--- src/rtl/alu_op_queue.sv ---
// -----------------------------------------------------------------------------
// alu_op_queue
//
// Operand/command queue placed directly upstream of a combinational 32-bit ALU.
// Up to DEPTH operations {a, b, cmd} are buffered behind a valid/ready
// handshake. The head entry drives the ALU. The ALU's result and zero flag are
// captured into a registered output stage, which has its own valid/ready
// handshake. Results leave in strict push order.
//
// Optional feature macro: ALU_OP_QUEUE_FLUSH_EN (adds the flush input).
//
// Ports:
//   clk, reset              rising-edge clock, async active-high reset
//   flush                   (ALU_OP_QUEUE_FLUSH_EN only) synchronous clear
//   in_valid/in_ready       producer handshake; in_ready = (count != DEPTH)
//   in_a, in_b, in_cmd      operation offered by the producer
//   alu_a, alu_b, alu_cmd   head entry presented to the ALU (zero when empty)
//   alu_result, alu_zero    ALU response for the head entry
//   out_valid/out_ready     consumer handshake
//   out_result, out_zero    registered ALU outputs
//   out_cmd                 command that produced out_result
//   count                   entries held in the queue (not the output stage)
// -----------------------------------------------------------------------------
module alu_op_queue #(
    parameter int DEPTH = 4,
    parameter int WIDTH = 32
) (
    input  logic                     clk,
    input  logic                     reset,
`ifdef ALU_OP_QUEUE_FLUSH_EN
    input  logic                     flush,
`endif
    input  logic                     in_valid,
    output logic                     in_ready,
    input  logic [WIDTH-1:0]         in_a,
    input  logic [WIDTH-1:0]         in_b,
    input  logic [2:0]               in_cmd,
    output logic [WIDTH-1:0]         alu_a,
    output logic [WIDTH-1:0]         alu_b,
    output logic [2:0]               alu_cmd,
    input  logic [WIDTH-1:0]         alu_result,
    input  logic                     alu_zero,
    output logic                     out_valid,
    input  logic                     out_ready,
    output logic [WIDTH-1:0]         out_result,
    output logic                     out_zero,
    output logic [2:0]               out_cmd,
    output logic [$clog2(DEPTH):0]   count
);

    localparam int PW = $clog2(DEPTH);
    localparam int CW = PW + 1;
    localparam logic [CW-1:0] FULL_C = CW'(DEPTH);

    logic [WIDTH-1:0] r_mem_a   [DEPTH];
    logic [WIDTH-1:0] r_mem_b   [DEPTH];
    logic [2:0]       r_mem_cmd [DEPTH];
    logic [PW-1:0]    r_wr_ptr;
    logic [PW-1:0]    r_rd_ptr;
    logic [CW-1:0]    r_count;
    logic             r_out_valid;
    logic [WIDTH-1:0] r_out_result;
    logic             r_out_zero;
    logic [2:0]       r_out_cmd;

    logic w_flush;
    logic w_full;
    logic w_empty;
    logic w_out_free;
    logic w_push;
    logic w_pop;

`ifdef ALU_OP_QUEUE_FLUSH_EN
    assign w_flush = flush;
`else
    assign w_flush = 1'b0;
`endif

    // in_ready depends only on the registered count, never on out_ready.
    assign w_full     = (r_count == FULL_C);
    assign w_empty    = (r_count == {CW{1'b0}});
    assign w_out_free = !r_out_valid || out_ready;
    assign w_push     = in_valid && !w_full;
    assign w_pop      = !w_empty && w_out_free;

    assign in_ready   = !w_full;
    assign count      = r_count;
    assign out_valid  = r_out_valid;
    assign out_result = r_out_result;
    assign out_zero   = r_out_zero;
    assign out_cmd    = r_out_cmd;

    // Head entry to the ALU; forced to zero while the queue is empty.
    always_comb begin
        alu_a   = {WIDTH{1'b0}};
        alu_b   = {WIDTH{1'b0}};
        alu_cmd = 3'd0;
        if (!w_empty) begin
            alu_a   = r_mem_a[r_rd_ptr];
            alu_b   = r_mem_b[r_rd_ptr];
            alu_cmd = r_mem_cmd[r_rd_ptr];
        end else begin
            alu_a   = {WIDTH{1'b0}};
            alu_b   = {WIDTH{1'b0}};
            alu_cmd = 3'd0;
        end
    end

    // Entry storage: written at wr_ptr on an accepted push.
    always_ff @(posedge clk or posedge reset) begin
        if (reset) begin
            for (int i = 0; i < DEPTH; i++) begin
                r_mem_a[i]   <= {WIDTH{1'b0}};
                r_mem_b[i]   <= {WIDTH{1'b0}};
                r_mem_cmd[i] <= 3'd0;
            end
        end else if (!w_flush && w_push) begin
            r_mem_a[r_wr_ptr]   <= in_a;
            r_mem_b[r_wr_ptr]   <= in_b;
            r_mem_cmd[r_wr_ptr] <= in_cmd;
        end
    end

    // Pointers and occupancy; pointers wrap naturally since DEPTH is a power of two.
    always_ff @(posedge clk or posedge reset) begin
        if (reset) begin
            r_wr_ptr <= {PW{1'b0}};
            r_rd_ptr <= {PW{1'b0}};
            r_count  <= {CW{1'b0}};
        end else if (w_flush) begin
            r_wr_ptr <= {PW{1'b0}};
            r_rd_ptr <= {PW{1'b0}};
            r_count  <= {CW{1'b0}};
        end else begin
            if (w_push) begin
                r_wr_ptr <= r_wr_ptr + PW'(1);
            end
            if (w_pop) begin
                r_rd_ptr <= r_rd_ptr + PW'(1);
            end
            case ({w_push, w_pop})
                2'b10:   r_count <= r_count + CW'(1);
                2'b01:   r_count <= r_count - CW'(1);
                default: r_count <= r_count;
            endcase
        end
    end

    // Output stage: capture the ALU response on a pop, drop valid once consumed.
    always_ff @(posedge clk or posedge reset) begin
        if (reset) begin
            r_out_valid  <= 1'b0;
            r_out_result <= {WIDTH{1'b0}};
            r_out_zero   <= 1'b0;
            r_out_cmd    <= 3'd0;
        end else if (w_flush) begin
            r_out_valid  <= 1'b0;
        end else if (w_pop) begin
            r_out_valid  <= 1'b1;
            r_out_result <= alu_result;
            r_out_zero   <= alu_zero;
            r_out_cmd    <= alu_cmd;
        end else if (r_out_valid && out_ready) begin
            // Data fields deliberately keep their last values.
            r_out_valid  <= 1'b0;
        end
    end

endmodule

--- config.mk ---
export PLATFORM = sky130hd
export DESIGN_NAME = alu_op_queue
export DESIGN_NICKNAME = d
export VERILOG_FILES = /design/src/rtl/alu_op_queue.sv
export SDC_FILE = /design/constraint.sdc
export NUM_CORES = 1
export LEC_CHECK = 0
export BUFFER_PORTS_ARGS = -buffer_cell sky130_fd_sc_hd__buf_2
export CAP_MARGIN = 20
export CORE_MARGIN = 1
export CORE_UTILIZATION = 51
export DETAILED_ROUTE_END_ITERATION = 16
export GPL_TIMING_DRIVEN = 0
export PLACE_DENSITY = 0.76
export SKIP_CTS_REPAIR_TIMING = 1
export SYNTH_ARGS = -nofsm -noshare
export SYNTH_HDL_FRONTEND = slang
export SYNTH_SLANG_ARGS = --single-unit
--- constraint.sdc ---
create_clock -name clk -period 10.75 [get_ports clk]
set_input_delay 2.15 -clock clk [delete_from_list [all_inputs] [get_ports clk]]
set_output_delay 2.15 -clock clk [all_outputs]
set_load 0.01 [all_outputs]
==> impl_metrics.json, run 1 <==
{
  "vias_per_cell": 5.527,
  "start_kind": "register",
  "crit_path_end_kind": "output pin",
  "stdcell_count": 1451,
  "power_leakage_uw": 0.007465,
  "die_h_um": 166.7,
  "drc": 0,
  "io_buffers": 211,
  "cts_tree": "built",
  "h-tree-depth": 2,
  "grt_pass1_vias": 8475,
  "syn-mean-instance-area_um2": 16.50,
  "final-max-slew-violation-count": 0,
  "clock-root-buffer": "clkbuf_16",
  "dp.cells": 1393,
  "fin_tns_setup_ns": 0,
  "synth_cells": 838,
  "setup_violations": 0,
  "path_clk_slew_ns": 0.06,
  "grt_overflow": 0,
  "ios": 212,
  "clock_latency_ns": 0.50,
  "power_frac_clock_pct": 20.6,
  "die_w_um": 166.7,
  "seqPwrFrac_pct": 36.6,
  "slew_headroom_pct": 45.86,
  "maxCapViolCount": 0,
  "nNetsFinal": 1206,
  "hold_path.class": "register to register",
  "critical_path_class": "register to output pin",
  "initial_utilization_pct": 52.47,
  "crit_required_ns": 8.60,
  "layout-drive-gt1-share_pct": 48.92,
  "fmax_mhz": 197.0,
  "ys_ff_latch": 312,
  "worstPathArrival_ns": 2.93,
  "min_period_ns": 5.076,
  "antenna_found_initial": 2,
  "p_switching_uw": 1796,
  "drt_pass1_iterations": 4,
  "diodes": 0,
  "drt-wirelength-per-cell_um": 20.09,
  "drt-total-wl_um": 29160,
  "crit_path_max_fanout": 10,
  "fin_worst_skew_ns": 0.01172,
  "synthToLayoutAreaGrowth_pct": 20.13,
  "ant_nets": 0,
  "worst_slew_pin_slew_ns": 0.8121,
  "dieArea_um2": 27770,
  "status": "finished, final reports clean",
  "cp-startpoint": "count[0]",
  "hpwlAfterDp_um": 20210,
  "hp-start": "out_zero",
  "hold_violations": 0,
  "place.gp.congestion": 0.7209,
  "switching_share_pct": 32.06,
  "rr_startpoint": "count[0]",
  "numCtsBuffers": 36,
  "ir_drop_uv": 200.9,
  "clock_path_buffers": 3,
  "fin_crit_sh_pct": 47.22,
  "grt_pass1_wl_um": 46780,
  "pwr-share-comb_pct": 42.8,
  "drtIter0Drc": 256,
  "rsz0062_at_grt": "no",
  "design.core.area_um2": 26350,
  "syn_nets": 948,
  "p_int_uw": 3806,
  "grt.total_usage_pct": 21.74,
  "numClockSinks": 312,
  "synth_cell_types": 22,
  "yosysSeqAreaShare_pct": 56.47,
  "vias": 8019,
  "rows": 59,
  "syn_area_um2": 13830,
  "powerDensity_nw_per_um2": 337.2,
  "synth_warnings": 0,
  "grt_max_degree": 42
}
[logic make-up (layout without fill, tap and decap cells)]
logic type    after synthesis  in the layout  synth area share (%)
flops                     312            312                 56.47
fa+ha+maj                   6              6                0.5972
buf+inv                    62            340                 3.049
simple gates               79             79                 3.683
xor+xnor                    6              6                0.3801
mux                       373            373                 35.82
[sequential cells by signal, summed over array words and instances, names as in the netlist]
register    count
out_cmd         3
r_mem_a       128
out_valid       1
r_mem_b       128
out_result     32
count           3
out_zero        1
r_mem_cmd      12
r_wr_ptr        2
r_rd_ptr        2
[path summary, 6_finish.rpt]
check,to,slack (ns),depth (start not counted)
setup / recovery,alu_b[10],5.67,5
hold / removal,out_zero,0.48,1
setup reg to reg,count[2],7.88,10
hold reg to reg,out_zero,0.48,1
max in group asynchronous,r_mem_b[41],8.04,5
min in group asynchronous,out_result[30],1.67,2
[metal layers]
metal	track usage, %	routed length (um)	vias up
met2	36.79	14350	216
li1	-	-	3566
met5	0	13	-
met1	28.78	12740	4200
met4	4.831	400	2
met3	4.895	1645	35
[power groups by stage]
stage | clock network [uW] | registers, uW | logic, uW
4_1_cts | 1170 | 2050 | 2450
3_5_place_dp | 0 | 2070 | 2440
2_1_floorplan | 0 | 2010 | 1700
3_3_place_gp | 0 | 2040 | 2380
6_report | 1150 | 2050 | 2400
5_1_grt | 1210 | 2120 | 2600
[stage by stage]
step                worst slack (ns)  hold slack [ns]  utilization [%]  area (um^2)  power, uW
global placement               2.631           0.4635            58.08        15310       4417
CTS                            5.585           0.4817            63.03        16610       5669
detailed placement             6.043           0.4691            58.76        15490       4502
global route                   5.452           0.4932            63.03        16610       5934
floorplan                      4.445           0.4587                -        13830       3709
finish                         5.674           0.4769            63.03        16610       5602
[Yosys cell counts]
library cell / count / area share, %
ha_1: 5 / 0.45
nand2b_1: 1 / 0.045
nand3_2: 4 / 0.29
mux2i_1: 1 / 0.072
mux2_1: 150 / 12
nor3_2: 1 / 0.072
buf_2: 19 / 0.69
fa_1: 1 / 0.14
mux4_2: 67 / 11
buf_4: 12 / 0.65
nor2b_1: 68 / 3.1
xor2_1: 3 / 0.19
or3b_1: 1 / 0.063
mux2_2: 155 / 13
nand2_1: 2 / 0.054
buf_6: 16 / 1.3
nand3b_1: 1 / 0.054
xnor2_1: 3 / 0.19
clkbuf_1: 9 / 0.24
inv_1: 6 / 0.16
nor2_1: 1 / 0.027
dfrtp_1: 312 / 56
[cell usage in the layout (no fill, tap or decap)]
| master | instances |
|---|---|
| buf_12 | 9 |
| buf_2 | 230 |
| buf_4 | 12 |
| buf_6 | 16 |
| clkbuf_1 | 16 |
| clkbuf_16 | 37 |
| clkbuf_8 | 11 |
| clkinv_2 | 2 |
| clkinvlp_4 | 1 |
| dfrtp_1 | 312 |
| fa_1 | 1 |
| ha_1 | 5 |
| inv_1 | 5 |
| inv_8 | 1 |
| mux2_1 | 150 |
| mux2_2 | 155 |
| mux2i_1 | 1 |
| mux4_2 | 67 |
| nand2_1 | 2 |
| nand2b_1 | 1 |
| nand3_2 | 4 |
| nand3b_1 | 1 |
| nor2_1 | 1 |
| nor2b_1 | 68 |
| nor3_2 | 1 |
| or3b_1 | 1 |
| xnor2_1 | 3 |
| xor2_1 | 3 |
[layout make-up]
class / instances / area, um^2
clock inverter: 3 / 21.27
buffer: 56 / 399.1
inverter: 6 / 26.28
multi-input combinational: 464 / 5598
timing repair buffer: 220 / 1236
fill: 1948 / 9743
sequential: 312 / 7807
clock buffer: 55 / 1104
tap: 335 / 419.2
[worst max-delay path, cell delays in order (launching register included)]
cell      delay [ns]
dfrtp_1         0.43
nor3_2          0.61
clkbuf_1        0.60
clkbuf_1        0.49
nor2b_1         0.14
buf_2           0.17
Power figures use the tool's default switching activity.
==> inputs of run 2 (changes only) <==
--- a/config.mk
+++ b/config.mk
@@ -8,10 +8,10 @@
 export BUFFER_PORTS_ARGS = -buffer_cell sky130_fd_sc_hd__buf_2
 export CAP_MARGIN = 20
 export CORE_MARGIN = 1
-export CORE_UTILIZATION = 51
+export CORE_UTILIZATION = 57
 export DETAILED_ROUTE_END_ITERATION = 16
 export GPL_TIMING_DRIVEN = 0
-export PLACE_DENSITY = 0.76
+export PLACE_DENSITY = 0.8
 export SKIP_CTS_REPAIR_TIMING = 1
 export SYNTH_ARGS = -nofsm -noshare
 export SYNTH_HDL_FRONTEND = slang
==> constraint.sdc (replaced) <==
create_clock -name clk -period 5.09 [get_ports clk]
set_input_delay 1.018 -clock clk [delete_from_list [all_inputs] [get_ports clk]]
set_output_delay 1.018 -clock clk [all_outputs]
set_load 0.01 [all_outputs]
==> run 2 against run 1 <==
Effect of this change: power is 110% higher; sequential power is 110% higher; utilization is 7.6 points higher; critical path type unchanged; largest power group unchanged.
==> impl_metrics.json, run 2 (same netlist as run 1, synthesis figures left out) <==
{
  "grt_pass1_vias": 8347,
  "nNetsFinal": 1204,
  "critical_path_class": "register to output pin",
  "die_h_um": 157.8,
  "grt_pass1_wl_um": 44980,
  "power_leakage_uw": 0.007499,
  "hpwlAfterDp_um": 19990,
  "drt_pass1_iterations": 4,
  "fmax_mhz": 247.8,
  "status": "finished, final reports clean",
  "rsz0062_at_grt": "no",
  "rr_startpoint": "count[1]",
  "crit_path_end": "alu_b[5]",
  "min_period_ns": 4.036,
  "grt.total_usage_pct": 23.85,
  "maxCapViolCount": 0,
  "clock_path_buffers": 3,
  "clock-root-buffer": "clkbuf_16",
  "dieArea_um2": 24890,
  "ant_nets": 0,
  "ir_drop_uv": 469.3,
  "fin_worst_skew_ns": 0.009546,
  "h-tree-depth": 2,
  "start_kind": "register",
  "vias": 7994,
  "path_clk_slew_ns": 0.06,
  "synthToLayoutAreaGrowth_pct": 20.53,
  "setup_violations": 0,
  "design.core.area_um2": 23610,
  "numClockSinks": 312,
  "worst_slew_pin_slew_ns": 0.8939,
  "final-max-slew-violation-count": 0,
  "crit_path_end_kind": "output pin",
  "drc": 0,
  "final_cell_mix": "dfrtp_1, buf_2, mux2_2",
  "r2r_end": "count[2]",
  "hold_path.class": "register to register",
  "powerDensity_nw_per_um2": 714.4,
  "layout-drive-gt1-share_pct": 48.97,
  "grt_overflow": 0,
  "r2r_slack_ns": 2.11,
  "worstPathArrival_ns": 3.02,
  "place.gp.congestion": 0.7422,
  "cp-startpoint": "count[1]",
  "reg2regPathDepth": 10,
  "rows": 56,
  "initial_utilization_pct": 58.56,
  "cts_tree": "built",
  "ios": 212,
  "crit_path_max_fanout": 10,
  "drtIter0Drc": 216,
  "crit_required_ns": 4.07,
  "drt-total-wl_um": 28380,
  "drt-wirelength-per-cell_um": 19.72,
  "antenna_found_initial": 3,
  "grt_max_degree": 43,
  "io_buffers": 211,
  "clock_latency_ns": 0.50,
  "die_w_um": 157.8,
  "slew_headroom_pct": 40.08,
  "dpl_worst_slack_ns": 1.497,
  "finish.utilization_pct": 70.58,
  "vias_per_cell": 5.555,
  "numCtsBuffers": 34,
  "hold_violations": 0,
  "fin_crit_sh_pct": 79.29,
  "setup_ws_ns": 1.054,
  "holdWs_ns": 0.4770,
  "layout_commonest_cell": "dfrtp_1"
}
run 2: changes by cell type in the layout (fill, tap and decap cells not counted):
cell       previous run  this run
clkinv_2              2         4
buf_12                9         8
clkbuf_1             16        17
bufinv_16             0         3
buf_16                0         1
clkbuf_8             11         9
inv_8                 1         0
diode_2               0         1
run 2: area by class of cell:
cell class	count	area (um^2)
flip-flops and latches	312	7807
fillers	1624	6947
multi-input cells	464	5598
repair buffers	220	1244
clock buffers	54	1080
plain buffers	56	399.1
well taps	319	399.1
clock inverters	7	110.1
inverters	6	26.28
diodes	1	2.502
run 2: worst min path at each step:
| stage | depth (start not counted) | end | slack, ns | startpoint |
|---|---|---|---|---|
| after floorplan | 1 | r_mem_a[32] | 0.46 | r_mem_a[32] |
| after global placement | 1 | out_result[1] | 0.46 | out_result[1] |
| after detailed placement | 1 | out_result[1] | 0.47 | out_result[1] |
| after CTS | 1 | out_result[1] | 0.48 | out_result[1] |
| after global routing | 1 | r_mem_b[79] | 0.50 | r_mem_b[79] |
| final | 1 | out_result[3] | 0.48 | out_result[3] |
run 2: through the flow:
stage	instances	area (um^2)	power [uW]	setup TNS [ns]
after floorplan	838	13830	7834	-25.86
final	1439	16670	11910	0
after global placement	1368	15290	9282	-587.39
after detailed placement	1377	15470	9472	0
after global routing	1438	16660	12650	0
after CTS	1438	16660	12060	0
run 2: where the power goes:
| group | total (uW) | internal (uW) | leakage (uW) | switching, uW |
|---|---|---|---|---|
| Combinational | 5030 | 2820 | 0.00322 | 2210 |
| Sequential | 4340 | 3740 | 0.00369 | 598 |
| Clock | 2540 | 1610 | 0.000588 | 937 |
| Total | 11900 | 8160 | 0.00750 | 3740 |
run 2: worst max-delay path, cell delays in order, from the launching register on:
cell and delay [ns]:
dfrtp_1 0.44, nor3_2 0.77, clkbuf_1 0.52, clkbuf_1 0.49
nor2b_1 0.13, buf_2 0.17
run 2: routing by layer:
layer | vias up | track usage, % | part of all wire, %
met3 | 41 | 4.873 | 5.6
met2 | 205 | 40.59 | 50
li1 | 3564 | - | -
met1 | 4180 | 31.38 | 43
met5 | - | 0 | 0.092
met4 | 4 | 5.964 | 1.7
==> inputs of run 3 (changes only) <==
--- a/config.mk
+++ b/config.mk
@@ -8,10 +8,10 @@
 export BUFFER_PORTS_ARGS = -buffer_cell sky130_fd_sc_hd__buf_2
 export CAP_MARGIN = 20
 export CORE_MARGIN = 1
-export CORE_UTILIZATION = 57
+export CORE_UTILIZATION = 51
 export DETAILED_ROUTE_END_ITERATION = 16
 export GPL_TIMING_DRIVEN = 0
-export PLACE_DENSITY = 0.8
+export PLACE_DENSITY = 0.76
 export SKIP_CTS_REPAIR_TIMING = 1
 export SYNTH_ARGS = -nofsm -noshare
 export SYNTH_HDL_FRONTEND = slang
==> constraint.sdc (replaced) <==
create_clock -name clk -period 3.4 [get_ports clk]
set_input_delay 0.68 -clock clk [delete_from_list [all_inputs] [get_ports clk]]
set_output_delay 0.68 -clock clk [all_outputs]
set_load 0.01 [all_outputs]
==> run 3 against run 2 <==
Effect of this change: utilization decreased by 7.5 points; combinational power increased by 51%; clock power increased by 43%; routed wire length increased by 2.8%; power increased by 49%; clock-buffer cell count increased by 1; setup slack got worse by 0.89 ns; register-to-register slack got worse by 1.6 ns; sequential share of layout area increased by 0.13 points; via count increased by 0.15%; largest power group unchanged; highest routed layer unchanged.
==> impl_metrics.json, run 3 (same netlist as run 1, synthesis figures left out) <==
{
  "start_kind": "register",
  "diodes": 0,
  "final_area_um2": 16620,
  "ant_nets": 0,
  "holdWs_ns": 0.1972,
  "drc": 0,
  "layout_commonest_cell": "dfrtp_1",
  "drt-wirelength-per-cell_um": 20.11,
  "grt_max_degree": 42,
  "vias": 8006,
  "ios": 212,
  "setup_violations": 0,
  "place.gp.congestion": 0.7209,
  "maxCapViolCount": 0,
  "io_buffers": 211,
  "drt_pass1_iterations": 4,
  "clock-root-buffer": "clkbuf_16",
  "initial_utilization_pct": 52.47,
  "fin_worst_skew_ns": 0.01271,
  "critical_path_class": "register to output pin",
  "path_clk_slew_ns": 0.06,
  "dieArea_um2": 27770,
  "grt_overflow": 0,
  "numClockSinks": 312,
  "design.core.area_um2": 26350,
  "switching_share_pct": 32.08,
  "die_w_um": 166.7,
  "n_fill_cell": 1948,
  "dpl_worst_slack_ns": 0.1629,
  "nNetsFinal": 1206,
  "pwr-share-comb_pct": 42.8,
  "crit_required_ns": 2.72,
  "clock_path_buffers": 3,
  "cts_tree": "built",
  "rsz0062_at_grt": "no",
  "clock_latency_ns": 0.50,
  "worstPathArrival_ns": 2.55,
  "min_period_ns": 3.232,
  "grt_pass1_vias": 8475,
  "die_h_um": 166.7,
  "stdcell_count": 1451,
  "crit_path_end_kind": "output pin",
  "fmax_mhz": 309.4,
  "power_frac_clock_pct": 20.5,
  "drtIter0Drc": 276,
  "power_leakage_uw": 0.007474,
  "seq_area_um2": 7807,
  "rows": 59,
  "ir_drop_uv": 635.2,
  "slew_headroom_pct": 45.24,
  "powerDensity_nw_per_um2": 1067,
  "h-tree-depth": 2,
  "antenna_found_initial": 2,
  "setup_ws_ns": 0.1680,
  "numCtsBuffers": 36,
  "hold_path.class": "input port to async pin",
  "crit_path_max_fanout": 10,
  "synthToLayoutAreaGrowth_pct": 20.20,
  "dp.cells": 1393,
  "p_switching_uw": 5686,
  "worst_slew_pin_slew_ns": 0.8214,
  "grt_pass1_wl_um": 46780,
  "final-max-slew-violation-count": 0,
  "r2r_slack_ns": 0.54,
  "drt-total-wl_um": 29170,
  "finalPower_uw": 17730,
  "fin_crit_sh_pct": 95.06,
  "hpwlAfterDp_um": 20210,
  "seqPwrFrac_pct": 36.6,
  "status": "finished, final reports clean",
  "multi_input_comb_area_um2": 5604,
  "place_area_um2": 15490,
  "final_cell_mix": "dfrtp_1, buf_2, mux2_2",
  "vias_per_cell": 5.518,
  "p_int_uw": 12040,
  "grt.total_usage_pct": 21.74,
  "hold_violations": 0,
  "layout-drive-gt1-share_pct": 49.10
}
run 3: changes by cell type in the layout (fill, tap and decap cells not counted):
cell / before / now
buf_12: 8 / 9
buf_16: 1 / 0
bufinv_16: 3 / 0
clkbuf_1: 17 / 14
clkbuf_2: 0 / 2
clkbuf_8: 9 / 11
clkinv_2: 4 / 2
diode_2: 1 / 0
inv_8: 0 / 1
nor3_2: 1 / 0
nor3_4: 0 / 1
run 3: power by group through the flow:
stage               sequential (uW)  clock (uW)  combinational [uW]
floorplan                      6360           0                5370
global placement               6450           0                7520
detailed placement             6530           0                7700
CTS                            6480        3710                7730
global route                   6710        3840                8220
finish                         6490        3640                7590
run 3: final cells by class:
type / instances / share of cell area (%)
plain buffers: 56 / 2.417
repair buffers: 220 / 7.438
well taps: 335 / 2.522
clock inverters: 3 / 0.1280
multi-input cells: 464 / 33.72
clock buffers: 55 / 6.640
inverters: 6 / 0.1581
flip-flops and latches: 312 / 46.98
run 3: path summary, 6_finish.rpt:
check	startpoint	to	cells past startpoint
hold / removal	reset	out_result[30]	2
min in group clk	alu_zero	out_zero	2
setup / recovery	r_rd_ptr[0]	alu_b[13]	6
max in group asynchronous	reset	r_mem_b[41]	5
setup reg to reg	out_valid	count[2]	10
hold reg to reg	out_zero	out_zero	1
run 3: through the flow:
stage,TNS (ns),util (%)
after detailed placement,0,58.76
after CTS,-2.526,63.03
after global routing,0,63.06
after floorplan,-447.69,-
final,0,63.06
after global placement,-1007.85,58.08
run 3: metal layers:
metal	up-vias	GRT usage, %	routed length, um
met2	226	36.79	14430
met3	34	4.895	1693
li1	3563	-	-
met1	4181	28.78	12670
met4	2	4.831	372
met5	-	0	13
run 3: worst max-delay path, cell delays in order (launching register included):
cell,delay (ns)
dfrtp_1,0.32
clkbuf_1,0.30
buf_2,0.39
buf_2,0.36
mux4_2,0.35
nor2b_1,0.15
buf_2,0.18
